<file path="src/rtl/solver_dispatch_pkg.sv">
// Shared definitions for the solver job dispatcher.
// Slot-state encodings and result width.
package solver_dispatch_pkg;

    localparam int ITER_BITS = 16;

    localparam logic [0:0] SLOT_IDLE    = 1'b0;
    localparam logic [0:0] SLOT_RUNNING = 1'b1;

    function automatic logic is_running(input logic [0:0] st);
        return st == SLOT_RUNNING;
    endfunction

endpackage

</file>
<file path="src/rtl/solver_dispatch_rr_arbiter.sv">
// Round-robin arbiter: grants the first request at or after ptr_i,
// wrapping modulo N. Purely combinational.
module solver_dispatch_rr_arbiter #(
    parameter int N  = 4,
    parameter int IW = 2
) (
    input  logic [N-1:0]  req_i,
    input  logic [IW-1:0] ptr_i,
    output logic [N-1:0]  grant_o,
    output logic [IW-1:0] idx_o,
    output logic          any_o
);

    logic [IW-1:0] cand;
    logic          found;

    always_comb begin
        grant_o = '0;
        idx_o   = '0;
        found   = 1'b0;
        cand    = '0;
        for (int k = 0; k < N; k++) begin
            cand = ptr_i + IW'(k);
            if (!found && req_i[cand]) begin
                found         = 1'b1;
                idx_o         = cand;
                grant_o[cand] = 1'b1;
            end
        end
    end

    assign any_o = found;

endmodule

</file>
<file path="src/rtl/solver_dispatch.sv">
// Job scheduler between the pixel-job source and an array of solvers.
// Dispatches jobs round-robin and collects results round-robin.
module solver_dispatch
    import solver_dispatch_pkg::*;
#(
    parameter int NUM_SOLVERS       = 4,
    parameter int SOLVER_INDEX_BITS = 2,
    parameter int JOB_ID_BITS       = 16
) (
    input  logic                             clock,
    input  logic                             reset,
    input  logic                             job_valid,
    input  logic [JOB_ID_BITS-1:0]           job_id,
    output logic                             job_ready,
    output logic [NUM_SOLVERS-1:0]           solver_start,
    output logic [JOB_ID_BITS-1:0]           solver_job_id,
    input  logic [NUM_SOLVERS-1:0]           solver_done,
    input  logic [ITER_BITS*NUM_SOLVERS-1:0] solver_iter,
    output logic [NUM_SOLVERS-1:0]           solver_ack,
    output logic                             result_valid,
    input  logic                             result_ready,
    output logic [JOB_ID_BITS-1:0]           result_id,
    output logic [ITER_BITS-1:0]             result_iter,
    output logic [SOLVER_INDEX_BITS:0]       busy_count,
    output logic                             idle
);

    localparam int N  = NUM_SOLVERS;
    localparam int IW = SOLVER_INDEX_BITS;
    localparam int CW = SOLVER_INDEX_BITS + 1;

    logic [N-1:0]           slot_state_q;
    logic [N-1:0]           slot_state_d;
    logic [JOB_ID_BITS-1:0] slot_id_q [N];

    logic [IW-1:0] disp_ptr_q;
    logic [IW-1:0] disp_ptr_d;
    logic [IW-1:0] coll_ptr_q;
    logic [IW-1:0] coll_ptr_d;

    logic [N-1:0]           start_q;
    logic [JOB_ID_BITS-1:0] start_id_q;
    logic [N-1:0]           ack_q;

    logic                   res_valid_q;
    logic                   res_valid_d;
    logic [JOB_ID_BITS-1:0] res_id_q;
    logic [ITER_BITS-1:0]   res_iter_q;

    logic [CW-1:0] busy_q;
    logic [CW-1:0] busy_d;

    logic [N-1:0]         idle_req;
    logic [N-1:0]         coll_req;
    logic [ITER_BITS-1:0] iter_slot [N];

    logic [N-1:0]  disp_grant;
    logic [IW-1:0] disp_idx;
    logic          disp_any;
    logic [N-1:0]  coll_grant;
    logic [IW-1:0] coll_idx;
    logic          coll_any;

    logic dispatch_fire;
    logic load_en;
    logic collect_fire;

    // done from an IDLE slot never reaches the collect arbiter
    always_comb begin
        idle_req = '0;
        coll_req = '0;
        for (int i = 0; i < N; i++) begin
            idle_req[i]  = slot_state_q[i] == SLOT_IDLE;
            coll_req[i]  = is_running(slot_state_q[i]) & solver_done[i];
            iter_slot[i] = solver_iter[i*ITER_BITS +: ITER_BITS];
        end
    end

    solver_dispatch_rr_arbiter #(
        .N  (N),
        .IW (IW)
    ) u_disp_arb (
        .req_i   (idle_req),
        .ptr_i   (disp_ptr_q),
        .grant_o (disp_grant),
        .idx_o   (disp_idx),
        .any_o   (disp_any)
    );

    solver_dispatch_rr_arbiter #(
        .N  (N),
        .IW (IW)
    ) u_coll_arb (
        .req_i   (coll_req),
        .ptr_i   (coll_ptr_q),
        .grant_o (coll_grant),
        .idx_o   (coll_idx),
        .any_o   (coll_any)
    );

    assign job_ready     = disp_any;
    assign dispatch_fire = job_valid & disp_any;
    assign load_en       = ~res_valid_q | result_ready;
    assign collect_fire  = load_en & coll_any;

    always_comb begin
        slot_state_d = slot_state_q;
        for (int i = 0; i < N; i++) begin
            if (dispatch_fire && disp_grant[i]) begin
                slot_state_d[i] = SLOT_RUNNING;
            end
            if (collect_fire && coll_grant[i]) begin
                slot_state_d[i] = SLOT_IDLE;
            end
        end
    end

    always_comb begin
        disp_ptr_d = disp_ptr_q;
        coll_ptr_d = coll_ptr_q;
        if (dispatch_fire) begin
            disp_ptr_d = disp_idx + IW'(1);
        end
        if (collect_fire) begin
            coll_ptr_d = coll_idx + IW'(1);
        end
    end

    // pop and refill may happen in the same cycle
    always_comb begin
        res_valid_d = res_valid_q;
        if (collect_fire) begin
            res_valid_d = 1'b1;
        end else if (load_en) begin
            res_valid_d = 1'b0;
        end
    end

    always_comb begin
        unique case ({dispatch_fire, collect_fire})
            2'b10:   busy_d = busy_q + CW'(1);
            2'b01:   busy_d = busy_q - CW'(1);
            default: busy_d = busy_q;
        endcase
    end

    always_ff @(posedge clock or posedge reset) begin
        if (reset) begin
            slot_state_q <= '0;
            disp_ptr_q   <= '0;
            coll_ptr_q   <= '0;
            busy_q       <= '0;
            res_valid_q  <= 1'b0;
        end else begin
            slot_state_q <= slot_state_d;
            disp_ptr_q   <= disp_ptr_d;
            coll_ptr_q   <= coll_ptr_d;
            busy_q       <= busy_d;
            res_valid_q  <= res_valid_d;
        end
    end

    always_ff @(posedge clock or posedge reset) begin
        if (reset) begin
            for (int i = 0; i < N; i++) begin
                slot_id_q[i] <= '0;
            end
        end else if (dispatch_fire) begin
            slot_id_q[disp_idx] <= job_id;
        end
    end

    // start and ack are single-cycle pulses following the handshake
    always_ff @(posedge clock or posedge reset) begin
        if (reset) begin
            start_q    <= '0;
            start_id_q <= '0;
            ack_q      <= '0;
        end else begin
            start_q <= dispatch_fire ? disp_grant : '0;
            ack_q   <= collect_fire ? coll_grant : '0;
            if (dispatch_fire) begin
                start_id_q <= job_id;
            end
        end
    end

    always_ff @(posedge clock or posedge reset) begin
        if (reset) begin
            res_id_q   <= '0;
            res_iter_q <= '0;
        end else if (collect_fire) begin
            res_id_q   <= slot_id_q[coll_idx];
            res_iter_q <= iter_slot[coll_idx];
        end
    end

    assign solver_start  = start_q;
    assign solver_job_id = start_id_q;
    assign solver_ack    = ack_q;
    assign result_valid  = res_valid_q;
    assign result_id     = res_id_q;
    assign result_iter   = res_iter_q;
    assign busy_count    = busy_q;
    assign idle          = (busy_q == '0) & ~res_valid_q;

endmodule

</file>
<file path="config.mk">
export PLATFORM = sky130hd
export DESIGN_NAME = solver_dispatch
export DESIGN_NICKNAME = d
export VERILOG_FILES = /design/src/rtl/solver_dispatch_pkg.sv /design/src/rtl/solver_dispatch_rr_arbiter.sv /design/src/rtl/solver_dispatch.sv
export SDC_FILE = /design/constraint.sdc
export NUM_CORES = 1
export LEC_CHECK = 0
export CORE_AREA = 2 2 121 123
export DETAILED_ROUTE_END_ITERATION = 8
export DIE_AREA = 0 0 123 125
export PLACE_DENSITY = 0.83
export SYNTH_ARGS = -nofsm -noshare
export SYNTH_HDL_FRONTEND = slang
export SYNTH_SLANG_ARGS = --single-unit
</file>
<file path="constraint.sdc">
create_clock -name clock -period 9.5 [get_ports clock]
set_input_delay 1.9 -clock clock [delete_from_list [all_inputs] [get_ports clock]]
set_output_delay 1.9 -clock clock [all_outputs]
set_load 0.03 [all_outputs]
</file>
==> results of run 1 <==
[worst max-delay path by stage]
stage | depth (start not counted) | endpoint | slack [ns]
floorplan | 1 | busy_count[0]$_DFFE_PP0P_ | 4.07
CTS | 9 | result_id[11]$_DFFE_PP0P_ | 4.83
global route | 9 | result_id[11]$_DFFE_PP0P_ | 4.60
finish | 9 | result_id[11]$_DFFE_PP0P_ | 4.72
detailed placement | 9 | result_id[2]$_DFFE_PP0P_ | 4.44
global placement | 9 | result_id[2]$_DFFE_PP0P_ | 4.50
[final cells by class]
class	instances	area, µm²
clock buffers	18	429
clock inverters	14	134
fillers	1093	4530
inverters	21	81.3
multi-input cells	591	3940
flip-flops and latches	132	3300
well taps	184	230
repair buffers	158	1560
[cells in the mapped netlist, types with 3 or more instances]
| cell type | instances |
|---|---|
| a211oi_1 | 33 |
| a21oi_1 | 16 |
| a222oi_1 | 4 |
| a22oi_1 | 33 |
| a31oi_1 | 33 |
| and2_1 | 6 |
| and3b_1 | 5 |
| buf_2 | 24 |
| buf_4 | 4 |
| clkbuf_1 | 36 |
| dfrtp_1 | 132 |
| ha_1 | 21 |
| inv_1 | 19 |
| mux2_2 | 64 |
| mux4_2 | 6 |
| nand2_1 | 196 |
| nand3_1 | 36 |
| nor2_1 | 13 |
| o21ai_0 | 15 |
| o21ai_1 | 30 |
| o22ai_1 | 4 |
| o311ai_0 | 4 |
| o32ai_1 | 32 |
| xnor2_1 | 3 |
[layout by cell type, fill, tap and decap left out, types with 12 or more instances in the layout]
cell and n:
nand2_1 196, clkdlybuf4s50_1 149, dfrtp_1 131, mux2_2 64, nand3_1 36, a22oi_1 33, a211oi_1 33, a31oi_1 33
o32ai_1 32, o21ai_1 30, ha_1 21, inv_1 18, clkbuf_16 17, a21oi_1 16, o21ai_0 15, nor2_1 12
[metrics by stage]
step / power (mW) / instance area, µm²
2_1_floorplan: 2.85 / 7600
3_3_place_gp: 3.48 / 9110
3_5_place_dp: 3.57 / 9110
4_1_cts: 4.22 / 9680
5_1_grt: 4.51 / 9680
6_report: 4.25 / 9680
[kinds of logic (layout without fill, tap and decap cells)]
| kind of cell | after synthesis | count (layout) | synth area share, % |
|---|---|---|---|
| adder cells (fa/ha/maj) | 22 | 22 | 3.72 |
| AND/OR/NAND/NOR | 276 | 276 | 15.7 |
| AO/OA/AOI/OAI | 218 | 218 | 20.1 |
| XOR/XNOR | 5 | 5 | 0.576 |
| multiplexers | 70 | 70 | 11.3 |
| buffers and inverters | 89 | 211 | 5.18 |
| flip-flops | 132 | 132 | 43.4 |
[metal layers]
metal	GRT usage, %	vias up	part of all wire, %
li1	-	3186	-
met1	39.5	3467	40
met2	47.9	414	48
met3	5.79	70	8.4
met4	12.8	0	3.0
met5	0	-	0
[flip-flops by register name (all words and copies together) (netlist names)]
name,flops
busy_count,3
coll_ptr_q,2
disp_ptr_q,2
result_id,16
result_iter,16
result_valid,1
slot_id_q,64
slot_state_q,4
solver_ack,4
solver_job_id,16
solver_start,4
[worst max-delay path: cells and delay by family]
family | cells | cell delay, ns
and+or+nand+nor | 3 | 0.95
buffers and inverters | 3 | 1.55
AOI/OAI and AO/OA | 3 | 0.63
[power by group]
group          total [mW]  switching (mW)  leakage (nW)  internal (mW)
clock               0.624           0.262         0.259          0.361
sequential           1.09           0.233          1.56          0.854
combinational        2.54            1.54          2.21          0.997
==> impl_metrics.py, run 1 <==
metrics = {
    "status": {
        "outcome": "completed",
    },
    "routing": {
        "wl_per_cell_um": 20.1,
        "wl_mm": 22.5,
        "drt_iter0_markers": 855,
        "num_vias": 7137,
        "vias_per_cell": 6.38,
        "postRouteAntennaNets": 0,
        "drc_errors": 0,
        "drtPass1Iterations": 6,
    },
    "clock_network": {
        "clockBufferDepth": 2,
        "clk_latency_ns": 0.42,
        "cts.htree.levels": 4,
        "clkTransAtPathRegs_ns": 0.06,
        "post_cts_resized": 0,
        "hold_buffers": 0,
        "cts_made_buffers": 17,
        "tritoncts": "built",
        "clkSinkCount": 132,
        "cts_setup_buffers": 0,
        "cts_root_buffer": "clkbuf_16",
    },
    "synthesis": {
        "synthArstFlopShare_pct": 100,
        "synth.distinct_cells": 55,
        "ys_warn_count": 0,
        "synthCells": 812,
        "synth_top_cell_by_area": "dfrtp_1",
        "syn_area_um2": 7600,
        "avgSynthCellArea_um2": 9.36,
        "synth_edf_count": 0,
        "ys_seq_area_share_pct": 43.4,
        "synthTopCellsByArea": "dfrtp_1 43%, nand2_1 9.7%, mux2_2 9.5%, o32ai_1 3.7%, ha_1 3.5%",
        "synth_nets": 922,
        "synth_ff_type": "dfrtp_1",
        "synth_top_area_share_pct": 43.4,
        "ys_ff_latch": 132,
    },
    "power": {
        "ir_drop_v": 0.000246,
        "power.leakage_nw": 4.03,
        "power_density_nw_per_um2": 439,
    },
    "setup_path": {
        "start_kind": "input pin",
        "setup.worst_path.class": "input pin to flip-flop",
        "regToRegStartpoint": "disp_ptr_q[0]$_DFFE_PP0P_",
        "cp_common_cell": "nand2_1",
        "rr_endpoint": "slot_id_q[55]$_DFFE_PP0P_",
        "critPathMaxStageDelay_ns": 0.63,
        "end_kind": "flip-flop",
        "critPathRequiredTime_ns": 9.77,
        "crit_start": "solver_done[3]",
        "rrSetupSlack_ns": 5.38,
        "slowest_stage": "inv_2",
        "critPathMaxFanout": 37,
        "path_cells": "clkdlybuf4s50_1 -> a22oi_1 -> nand3_1 -> nand2_1 -> inv_2 -> nand2_1 -> buf_4 -> o32ai_1 -> a31oi_1",
        "crit_arrival_ns": 5.04,
        "rr_worst_depth": 10,
    },
    "final_layout": {
        "finalNetCount": 1031,
        "drive_gt1_share_pct": 13.4,
        "area_growth_pct": 27.3,
        "final_cells": 1118,
        "diodes": 0,
        "final_util_pct": 68.1,
    },
    "global_routing": {
        "grt-ovfl-total": 0,
        "grt_pass1_vias": 6998,
        "grt_pass1_wl_mm": 35.7,
        "antenna_found_initial": 0,
        "track_usage_pct": 29.9,
        "grt_max_degree": 83,
    },
    "floorplan": {
        "die_h_um": 125,
        "die_w_um": 123,
        "initial_utilization_pct": 53.5,
        "core-area_um2": 14200,
        "io-pin-count": 150,
        "std_cell_rows": 44,
        "design.die.area_um2": 15400,
    },
    "placement": {
        "place_ws_ns": 4.44,
        "gp_congestion": 0.857,
        "place_inst": 1086,
        "dp_hpwl_mm": 13.9,
        "port_buffers": 149,
    },
    "timing": {
        "rsz0062_at_grt": "false",
        "worst_slew_pin_slew_ns": 1.02,
        "min_period_over_period_pct": 50.3,
        "fin_crit_ns": 4.78,
        "clock_skew_ns": 0.00657,
        "slew_headroom_pct": 31.9,
        "finalSetupViolCount": 0,
        "setup_tns_ns": 0,
        "drv_slew": 0,
        "whs_ns": 0.478,
        "final-hold-violation-count": 0,
        "worst_slack_ns": 4.72,
        "fmax_ghz": 0.209,
    },
    "worst_hold_path": {
        "hp-start": "solver_job_id[9]$_DFFE_PP0P_",
        "min_path_cells": 2,
        "min_path_type": "flip-flop to flip-flop",
        "hold_end": "solver_job_id[9]$_DFFE_PP0P_",
    },
    "job": {
        "cap_violations": 0,
    },
}
(Power assumes the default switching activity.)
==> run 2: changes to the inputs <==
--- a/config.mk
+++ b/config.mk
@@ -5,10 +5,10 @@
 export SDC_FILE = /design/constraint.sdc
 export NUM_CORES = 1
 export LEC_CHECK = 0
-export CORE_AREA = 2 2 121 123
+export CORE_AREA = 2 2 131 133
 export DETAILED_ROUTE_END_ITERATION = 8
-export DIE_AREA = 0 0 123 125
-export PLACE_DENSITY = 0.83
+export DIE_AREA = 0 0 133 135
+export PLACE_DENSITY = 0.75
 export SYNTH_ARGS = -nofsm -noshare
 export SYNTH_HDL_FRONTEND = slang
 export SYNTH_SLANG_ARGS = --single-unit
==> constraint.sdc (replaced) <==
create_clock -name clock -period 3.9 [get_ports clock]
set_input_delay 0.78 -clock clock [delete_from_list [all_inputs] [get_ports clock]]
set_output_delay 0.78 -clock clock [all_outputs]
set_load 0.03 [all_outputs]
==> run 2 against run 1 <==
Against the previous run: clock power grew to 2.7 times the previous value; critical path type is now flip-flop to flip-flop; setup slack worse by 4.3 ns; largest power group unchanged; sequential power rose by 140%; critical endpoint is now slot_id_q[18]$_DFFE_PP0P_; cell count up 4.7%; power grew to 2.5 times the previous value; die area increased by 17%; global-route usage shrank 3.6 points; sequential cell count is the same; clock-buffer cell count rose by 3.
==> impl_metrics.py, run 2 (synthesized netlist as in run 1, its figures left out) <==
metrics = {
    "clock_network": {
        "clk_latency_ns": 0.43,
        "cts_root_buffer": "clkbuf_16",
        "cts.htree.levels": 4,
        "clkSinkCount": 132,
        "clockBufferDepth": 2,
        "post_cts_resized": 0,
        "cts_made_buffers": 17,
        "cts_setup_buffers": 0,
        "clkTransAtPathRegs_ns": 0.06,
        "tritoncts": "built",
        "hold_buffers": 0,
    },
    "setup_path": {
        "regToRegStartpoint": "disp_ptr_q[1]$_DFFE_PP0P_",
        "rr_worst_depth": 11,
        "end_kind": "flip-flop",
        "crit_arrival_ns": 3.74,
        "crit_family": "multiplexers",
        "slowest_stage": "dfrtp_1",
        "critPathMaxFanout": 9,
        "rr_endpoint": "slot_id_q[18]$_DFFE_PP0P_",
        "critPathMaxStageDelay_ns": 0.54,
        "cp_common_cell": "inv_1",
        "rrSetupSlack_ns": 0.46,
        "crit_buf_inv": 4,
        "path_cells": "inv_1 -> ha_1 -> mux4_2 -> inv_1 -> o21ai_0 -> o21ai_0 -> inv_1 -> ha_1 -> nand2_1 -> buf_4 -> mux2_2",
        "start_kind": "flip-flop",
        "setup.worst_path.class": "flip-flop to flip-flop",
        "critPathRequiredTime_ns": 4.21,
    },
    "power": {
        "power_density_nw_per_um2": 1080,
        "swShare_pct": 46.3,
        "combPwrFrac_pct": 60.4,
        "intPower_mw": 5.78,
        "clkPwrFrac_pct": 15.5,
        "power.leakage_nw": 4.19,
        "seq_power_share_pct": 24.1,
        "p_sw_mw": 4.97,
        "ir_drop_v": 0.000582,
    },
    "timing": {
        "clock_skew_ns": 0.0141,
        "worst_slew_pin_slew_ns": 1.02,
        "fin_crit_ns": 3.44,
        "drv_slew": 0,
        "worst_slack_ns": 0.462,
        "min_period_over_period_pct": 88.2,
        "slew_headroom_pct": 31.4,
        "final-hold-violation-count": 0,
        "fmax_ghz": 0.291,
        "rsz0062_at_grt": "false",
        "finalSetupViolCount": 0,
        "setup_tns_ns": 0,
    },
    "routing": {
        "vias_per_cell": 6.04,
        "postRouteAntennaNets": 0,
        "wl_per_cell_um": 19.6,
        "drt_iter0_markers": 771,
        "drc_errors": 0,
        "num_vias": 7069,
        "wl_mm": 23.0,
        "drtPass1Iterations": 6,
    },
    "global_routing": {
        "grt_pass1_vias": 7129,
        "antenna_found_initial": 0,
        "gr-usage-met3_pct": 5.82,
        "use_met2_pct": 43.3,
        "grt-ovfl-total": 0,
        "track_usage_pct": 26.3,
        "top_usage_layer": "met2",
        "grt_max_degree": 72,
        "use_met1_pct": 33.3,
        "grt_pass1_wl_mm": 37.1,
    },
    "floorplan": {
        "design.die.area_um2": 18000,
        "die_h_um": 135,
        "initial_utilization_pct": 46.3,
        "std_cell_rows": 47,
        "core-area_um2": 16400,
        "io-pin-count": 150,
        "die_w_um": 133,
    },
    "final_layout": {
        "area_growth_pct": 31.5,
        "final_cell_mix": "196 x nand2_1, 149 x clkdlybuf4s50_1, 131 x dfrtp_1",
        "largest_register_ffs": 64,
        "finalNetCount": 1047,
        "final_common_cell": "nand2_1",
        "regMostFlops": "slot_id_q",
        "drive_gt1_share_pct": 14.9,
        "final_util_pct": 60.9,
        "diodes": 0,
    },
    "status": {
        "outcome": "completed",
    },
    "worst_hold_path": {
        "min_path_cells": 2,
        "min_path_type": "flip-flop to flip-flop",
        "hold_end": "solver_job_id[6]$_DFFE_PP0P_",
        "hp-start": "solver_job_id[6]$_DFFE_PP0P_",
    },
    "placement": {
        "dp_hpwl_mm": 15.0,
        "gp_congestion": 0.864,
        "place_ws_ns": 0.408,
        "port_buffers": 149,
    },
    "job": {
        "cap_violations": 0,
    },
}
## run 2: metrics by stage
stage,area (µm²),power [mW],hold slack (ns),std cells
3_3_place_gp,9380,8.83,0.458,1138
2_1_floorplan,7610,6.95,0.476,812
6_report,9990,10.8,0.472,1170
4_1_cts,9990,10.7,0.476,1170
3_5_place_dp,9380,8.98,0.462,1138
5_1_grt,9990,11.5,0.494,1170
## run 2: worst reg2reg max path, cell delays in order (launching register included)
cell	delay (ns)
dfrtp_1	0.54
inv_1	0.18
ha_1	0.47
mux4_2	0.43
inv_1	0.10
o21ai_0	0.08
o21ai_0	0.37
inv_1	0.13
ha_1	0.20
nand2_1	0.24
buf_4	0.23
mux2_2	0.35
## run 2: worst max path at each step
stage                     cells past startpoint  slack, ns                 startpoint                           to
after floorplan                              14       0.44  disp_ptr_q[0]$_DFFE_PP0P_    slot_id_q[16]$_DFFE_PP0P_
after CTS                                    11       0.50  disp_ptr_q[1]$_DFFE_PP0P_    slot_id_q[30]$_DFFE_PP0P_
after global placement                        8       0.44             solver_done[0]  result_iter[10]$_DFFE_PP0P_
final                                        11       0.46  disp_ptr_q[1]$_DFFE_PP0P_    slot_id_q[18]$_DFFE_PP0P_
after detailed placement                      8       0.41             solver_done[0]     result_id[7]$_DFFE_PP0P_
after global routing                         11       0.20  disp_ptr_q[1]$_DFFE_PP0P_    slot_id_q[30]$_DFFE_PP0P_
## run 2: power groups by stage
| stage | combinational (mW) | clock, mW | sequential (mW) |
|---|---|---|---|
| finish | 6.49 | 1.67 | 2.59 |
| global route | 7.04 | 1.75 | 2.67 |
| CTS | 6.45 | 1.68 | 2.58 |
| detailed placement | 6.40 | 0 | 2.58 |
| global placement | 6.26 | 0 | 2.57 |
| floorplan | 3.95 | 0 | 3.01 |
## run 2: layout make-up
class | count | area [µm²]
fill | 1319 | 6410
multi-input combinational | 591 | 3950
sequential | 132 | 3300
timing repair buffer | 174 | 1770
clock buffer | 21 | 470
tap | 220 | 275
clock inverter | 11 | 148
inverter | 21 | 82.6
## run 2: metal layers
| layer | wire, µm | vias to the layer above |
|---|---|---|
| li1 | - | 3216 |
| met1 | 9380 | 3458 |
| met2 | 11300 | 336 |
| met3 | 1630 | 59 |
| met4 | 716 | 0 |
| met5 | 0 | - |
==> run 3: changes to the inputs <==
--- a/config.mk
+++ b/config.mk
@@ -8,6 +8,7 @@
 export CORE_AREA = 2 2 131 133
 export DETAILED_ROUTE_END_ITERATION = 8
 export DIE_AREA = 0 0 133 135
+export HOLD_SLACK_MARGIN = 0.1
 export PLACE_DENSITY = 0.75
 export SYNTH_ARGS = -nofsm -noshare
 export SYNTH_HDL_FRONTEND = slang
==> results of run 3 <==
The final DEF is identical to that of run 2; final timing and power are the same.
